===== config.mk =====
export PLATFORM = sky130hd
export DESIGN_NAME = rr_hold_arbiter
export DESIGN_NICKNAME = d
export VERILOG_FILES = /design/src/rtl/rr_hold_arbiter.sv
export SDC_FILE = /design/constraint.sdc
export NUM_CORES = 1
export LEC_CHECK = 0
export CAP_MARGIN = 10
export CORE_ASPECT_RATIO = 0.75
export CORE_MARGIN = 4
export CORE_UTILIZATION = 35
export CTS_CLUSTER_DIAMETER = 50
export CTS_CLUSTER_SIZE = 24
export DETAILED_ROUTE_END_ITERATION = 8
export SYNTH_ARGS = -nofsm -noshare
export SYNTH_HDL_FRONTEND = slang
export SYNTH_SLANG_ARGS = --single-unit
export TNS_END_PERCENT = 5

===== constraint.sdc =====
create_clock -name clk -period 2.1 [get_ports clk]
set_input_delay 0.21 -clock clk [delete_from_list [all_inputs] [get_ports clk]]
set_output_delay 0.21 -clock clk [all_outputs]
set_load 0.005 [all_outputs]

===== src/rtl/rr_hold_arbiter.sv =====
// Round-robin arbiter with grant hold: a winner keeps the resource until done, request drop or hold timeout.
// Latency: request seen at an edge is granted at that edge; one idle cycle always follows a release.
module rr_hold_arbiter #(
  parameter int N        = 4,
  parameter int ID_W     = 2,
  parameter int MAX_HOLD = 8
) (
  input  logic            clk,
  input  logic            rst_n,
  input  logic [N-1:0]    req,
  input  logic            done,
  output logic [N-1:0]    gnt,
  output logic [ID_W-1:0] gnt_id,
  output logic            busy,
  output logic            timeout
);

  localparam int CNT_W = $clog2(MAX_HOLD);
  localparam logic [CNT_W-1:0] CNT_LAST = CNT_W'(MAX_HOLD - 1);
  localparam logic [ID_W-1:0]  PTR_INIT = ID_W'(N - 1);

  typedef enum logic {IDLE, GRANT} state_t;

  state_t            state_q, state_nxt;
  logic [N-1:0]      gnt_q, gnt_nxt;
  logic [ID_W-1:0]   id_q, id_nxt;
  logic [ID_W-1:0]   last_q, last_nxt;
  logic [CNT_W-1:0]  cnt_q, cnt_nxt;
  logic              busy_q, busy_nxt;
  logic              to_q, to_nxt;

  logic [ID_W-1:0]   winner;
  logic              found;
  logic [ID_W-1:0]   cand;

  // Rotating search starting just after the previous winner, wrapping modulo N.
  always_comb begin
    winner = last_q;
    found  = 1'b0;
    cand   = '0;
    for (int i = 1; i <= N; i++) begin
      cand = ID_W'((int'(last_q) + i) % N);
      if (!found && req[cand]) begin
        found  = 1'b1;
        winner = cand;
      end
    end
  end

  always_comb begin
    state_nxt = state_q;
    gnt_nxt   = gnt_q;
    id_nxt    = id_q;
    last_nxt  = last_q;
    cnt_nxt   = cnt_q;
    busy_nxt  = busy_q;
    to_nxt    = 1'b0;
    case (state_q)
      IDLE: begin
        if (found) begin
          state_nxt = GRANT;
          gnt_nxt   = {{(N-1){1'b0}}, 1'b1} << winner;
          id_nxt    = winner;
          last_nxt  = winner;
          busy_nxt  = 1'b1;
          cnt_nxt   = '0;
        end
      end
      GRANT: begin
        if (done || !req[id_q] || cnt_q == CNT_LAST) begin
          // Timeout only flags when neither done nor a dropped request explains the release.
          to_nxt    = !done && req[id_q];
          state_nxt = IDLE;
          gnt_nxt   = '0;
          busy_nxt  = 1'b0;
          cnt_nxt   = '0;
        end else begin
          cnt_nxt = cnt_q + 1'b1;
        end
      end
      default: begin
        state_nxt = IDLE;
        gnt_nxt   = '0;
        busy_nxt  = 1'b0;
        cnt_nxt   = '0;
      end
    endcase
  end

  always_ff @(posedge clk) begin
    if (!rst_n) begin
      state_q <= IDLE;
      gnt_q   <= '0;
      id_q    <= '0;
      last_q  <= PTR_INIT;
      cnt_q   <= '0;
      busy_q  <= 1'b0;
      to_q    <= 1'b0;
    end else begin
      state_q <= state_nxt;
      gnt_q   <= gnt_nxt;
      id_q    <= id_nxt;
      last_q  <= last_nxt;
      cnt_q   <= cnt_nxt;
      busy_q  <= busy_nxt;
      to_q    <= to_nxt;
    end
  end

  assign gnt     = gnt_q;
  assign gnt_id  = id_q;
  assign busy    = busy_q;
  assign timeout = to_q;

endmodule


Word-level counts from Yosys, hierarchy flattened
Cells that the tools add are included.
- register bits after elaboration: 14
- latch bits: 0
- RAM bits: 0
- bits in read-only memories: 0
- output and inout bits: 8
- logic and storage cells: 66
- memories kept: 0
- $add $sub $neg: 5
- $mul: 0
- div/mod/pow operators: 0
- $lt $le $gt $ge: 5
- equality and inequality tests: 3
- shifts and indexed selects: 1
- muxes and demuxes: 30
- bitwise operators: 1
- reduce and logical (&&, ||, !) cells: 14
- operator list (cell ; count):
    $lt 2x3->1 const B ; 5
    $mux 1 ; 13
    $bmux 1 s2 ; 5
    $mux 2 ; 4
    $mux 4 ; 2
    $pmux 4 s2 ; 1
    $mux 3 ; 2
    $pmux 3 s2 ; 1
    $logic_not 1->1 ; 5
    $add 2x1->2 const B ; 2
    $add 2x2->2 const B ; 2
    $logic_and 1x1->1 ; 4
    $pmux 1 s2 ; 2
    $reduce_and 2->1 ; 2
    $shl 1x2->4 const A ; 1
    $add 3x1->3 const B ; 1
    $eq 3x3->1 const B ; 1
    $reduce_and 3->1 ; 1
    $logic_or 1x1->1 ; 2
    $ne 2x1->1 const B ; 1
    $ne 2x2->1 const B ; 1
    $not 1->1 ; 1

Logic depth before layout (Yosys ltp)
- depth in word-level cells: 16
- depth in mapped cells: 6
- mapped depth without buffers: 6

Least setup slack after synthesis
No wires, ideal clock.
- kind: flip-flop to flip-flop
- start: reg id_q[0], in the netlist gnt_id[0]
- end: reg gnt_q[1], in the netlist gnt[1]
- arrival: 1.461 ns
- path slack: 0.522 ns
- stages on the path, launching flop included: 5
- buffers on the path: 0
- period minus slack after synthesis: 1.578 ns
- cell sequence: dfxtp_1 > mux4_2 > and3_4 > o21a_4 > a32o_2
- longest elaborated chain between the ends: 7
- RTL lines (element ; RTL line ; text):
    from (decl) ; 26 ; logic [ID_W-1:0] id_q, id_nxt;
    from (signal assigned) ; 102 ; id_q <= id_nxt;
    $bmux 1 s2 ; 70 ; if (done || !req[id_q] || cnt_q == CNT_LAST) begin
    $mux 1 (not written as such) ; 70 ;
    $logic_not 1->1 ; 70 ;
    $logic_or 1x1->1 (2 in series) ; 70 ;
    $ne 2x1->1 (no source line) ; - ;
    $reduce_and 2->1 (no source line) ; - ;
    to (signal assigned) ; 101 ; gnt_q <= gnt_nxt;
    to (decl) ; 25 ; logic [N-1:0] gnt_q, gnt_nxt;
Every way passes these cells. The select of a mux whose other input is x is not followed.
A chain may end at the register's enable or synchronous reset.

Worst setup path after layout
- start: in req[3]
- end: reg gnt_q[0], in the netlist gnt[0]
- longest elaborated chain between the ends: 15
- elaborated cells on any way between the ends: 33
- RTL lines (element ; RTL line ; text):
    from (decl) ; 10 ; input logic [N-1:0] req,
    $bmux 1 s2 ; 43 ; if (!found && req[cand]) begin
    $mux 1 (not written as such) ; 43 ;
    $mux 1 ; 43 ;
    $logic_not 1->1 ; 43 ;
    $logic_and 1x1->1 ; 43 ;
    $mux 1 ; 43 ;
    $logic_not 1->1 ; 43 ;
    $logic_and 1x1->1 ; 43 ;
    $mux 1 ; 43 ;
    $logic_not 1->1 ; 43 ;
    $logic_and 1x1->1 ; 43 ;
    $mux 2 ; 43 ;
    $shl 1x2->4 ; 62 ; gnt_nxt = {{(N-1){1'b0}}, 1'b1} << winner;
    $mux 4 ; 60 ; if (found) begin
    $pmux 4 s2 ; 58 ; case (state_q)
Parallel ways exist; a longest one is shown, timed or not. The select of a mux whose other input is x is not followed.

==> flow_summary_export.csv <==
group,metric,value,unit
power,irDropWorstVdd,0.447,mV
cells_and_area,final_core_util,49.5,%
synth,synth_compound_area_share,25.0,%
route,drtIter0Drc,17,
synth,synth.cell_area,649,µm²
clock_tree,clk_pin_slew,0.09,ns
critical_path,critical_path_class,"in -> reg",
synth,synth-seq-cells,14,
timing,finalWorstSetupSlack,0.438,ns
timing,fmax,0.602,GHz
synth,synth_xor_area_share,0,%
place,gp_congestion,0.711,
power,powerDensity,727,mW/mm²
critical_path,crit_chain,"clkdlybuf4s50_1 > mux4_2 > and3_4 > o21a_4 > a32o_2",
route,first_pass_iters,2,
min_path,hold_path_depth,1,
synth,synthSimpleGateAreaFrac,21.8,%
critical_path,reg2reg_to,"gnt[0]$_SDFFE_PN0P_",
timing,min_period,1.66,ns
critical_path,timing.rr.start,"gnt_id[0]$_SDFFE_PN0P_",
timing,hold_viol,0,
synth,yosys_warnings,0,
critical_path,slowest_stage,"mux4_2",
clock_tree,cts_root_buffer,"clkbuf_4",
timing,min_period_over_period,79.1,%
min_path,min_to,"busy$_SDFFE_PN0P_",
timing,rsz0062_at_grt,"false",
clock_tree,cts_setup_buffers,0,
timing,setup_tns,0,ns
critical_path,required,2.27,ns
cells_and_area,drive_gt1_share,19.8,%
timing,clock_skew,0.00153,ns
floorplan,placeableCoreArea,0.00174,mm²
cells_and_area,final_cell_mix,"14 x dfxtp_1, 14 x clkdlybuf4s50_1, 6 x nor2b_1",
route,finalWirelength,1290,µm
job,drv_cap,0,
clock_tree,ctsHoldBuffers,0,
clock_tree,cts_tree,"yes",
critical_path,r2r_cells,4,
power,p_total,0.000626,W
synth,synth_area_per_cell,10.3,µm²
floorplan,start_util,37.3,%
power,p_leak,0.346,nW
global_routing,track_usage,11.7,%
clock_tree,clock-sinks,14,
clock_tree,clk_path_buf_depth,2,
clock_tree,cts_buffers,3,
critical_path,crit_path_end_kind,"flip-flop",
place,dp_hpwl,989,µm
synth,synth_area_leaders,"dfxtp_1 43%, a32o_2 6.9%, nor2b_1 5.8%",
floorplan,io_pins,15,
clock_tree,ctsResizeCount,0,
global_routing,antenna_found_initial,0,
global_routing,overflow,0,
cells_and_area,syn_to_final_growth,32.6,%
place,dp.cells,99,
clock_tree,cts-htree-levels,1,
cells_and_area,nets,91,
timing,slew_viol_final,0,
critical_path,cp_num_buf_inv,1,
floorplan,die_area,0.00262,mm²
floorplan,rows,13,
route,ant_nets,0,
route,routedWlPerCell,12.5,µm
synth,synth.area.mux_share,5.01,%
route,vias,511,
synth,yosysSeqAreaShare,43.2,%
synth,synth_fa_ha_area_share,3.85,%
synth,yosysTopAreaCell,"dfxtp_1",
synth,syn_inst,63,
route,via_per_inst,4.96,
critical_path,start_kind,"input port",
timing,setup_violations,0,
synth,synth.distinct_cells,29,
synth,synth_top_cell_area_share,43.2,%
place,place_ws,0.141,ns
synth,synth_top_family_by_area,"compound AO/OA/AOI/OAI gates",
min_path,worstHoldStart,"busy$_SDFFE_PN0P_",
synth,synthesis.nets,72,
floorplan,die_h,45.3,µm
clock_tree,clk-insertion-delay-late,0.27,ns
critical_path,worstPathMaxFanout,5,
critical_path,slowest_delay,0.51,ns
place,io_buffer_count,14,
cells_and_area,n_antenna_cell,0,
critical_path,r2r_slack,0.46,ns
outcome,outcome,"complete, no violations",
min_path,hold_path_class,"reg -> reg",
floorplan,die_w,57.7,µm
timing,slew_headroom,72.5,%
global_routing,grt_pass1_wl,2240,µm
critical_path,cpLargestDelayFamily,"multiplexers",
route,drc,0,
timing,tightestPinTransition,0.409,ns
global_routing,grt_max_degree,12,
critical_path,crit_arrival,1.84,ns
global_routing,grt_pass1_vias,519,
cells_and_area,layout.cells.non_filler,103,
per-stage QoR:
step | area, µm² | hold slack, ns
floorplan | 649 | 0.286
global placement | 825 | 0.453
finish | 861 | 0.465
global route | 861 | 0.505
detailed placement | 825 | 0.446
CTS | 861 | 0.472
area by class of cell:
type                            count  area (µm²)
Timing Repair Buffer               16         155
Clock buffer                        4        36.3
Tap cell                           22        27.5
Multi-Input combinational cell     47         362
Fill cell                         171         880
Sequential cell                    14         280
registers in the layout, summed over array words and instances (netlist names):
name	flops
gnt_id	2
busy	1
state_q	1
gnt	4
cnt_q	3
timeout	1
last_q	2
worst reg2reg max path: cells and delay by family (launching register included):
family           cells  cell delay (ns)
flip-flops           1             0.38
AND/OR/NAND/NOR      1             0.21
AO/OA/AOI/OAI        2             0.42
multiplexers         1             0.52
report_power, final:
group          total, W  leakage (nW)  switching [W]  internal [W]
Sequential     0.000305         0.115      0.0000182      0.000287
Combinational  0.000129         0.210      0.0000531     0.0000757
Clock          0.000192        0.0210      0.0000867      0.000105
Total          0.000626         0.346       0.000158      0.000468
per-layer routing:
metal / GRT usage (%) / up-vias / share of wire [%]
li1: - / 275 / -
met1: 15.5 / 224 / 54
met2: 17.3 / 10 / 41
met3: 4.57 / 2 / 4.8
met4: 4.17 / 0 / 0.93
met5: 0 / - / 0
Yosys cell counts:
cell type and number:
dfxtp_1 14, nor2b_1 6, o21ai_0 5, a32o_2 4, nor2_1 4, a21oi_1 3
a22oi_1 2, clkbuf_1 2, ha_1 2, nand2_1 2, a21o_1 1, and2_0 1
and2b_1 1, and2b_2 1, and3_1 1, and3_4 1, mux2i_1 1, mux4_2 1
nand3_1 1, nor2_2 1, nor3b_1 1, nor4_2 1, nor4bb_1 1, o21a_1 1
o21a_4 1, o21bai_1 1, o311ai_1 1, o31a_1 1, o31ai_1 1
cells by family (layout without fill, tap and decap cells):
family	after synthesis	in the layout
simple gates	22	22
compound gates	21	21
flops	14	14
fa+ha+maj	2	2
mux	2	2
buf+inv	2	20
worst max path at each step:
stage / startpoint / end / slack [ns] / cells past startpoint
3_3_place_gp: req[2] / gnt[3]$_SDFFE_PN0P_ / 0.14 / 5
3_5_place_dp: req[3] / gnt[1]$_SDFFE_PN0P_ / 0.14 / 5
4_1_cts: gnt_id[0]$_SDFFE_PN0P_ / gnt[1]$_SDFFE_PN0P_ / 0.45 / 4
6_report: req[3] / gnt[0]$_SDFFE_PN0P_ / 0.44 / 5
2_1_floorplan: gnt_id[0]$_SDFFE_PN0P_ / gnt[1]$_SDFFE_PN0P_ / 0.52 / 4
5_1_grt: gnt_id[0]$_SDFFE_PN0P_ / gnt[1]$_SDFFE_PN0P_ / 0.40 / 4
Note: power is estimated with default switching activity, not from simulation.
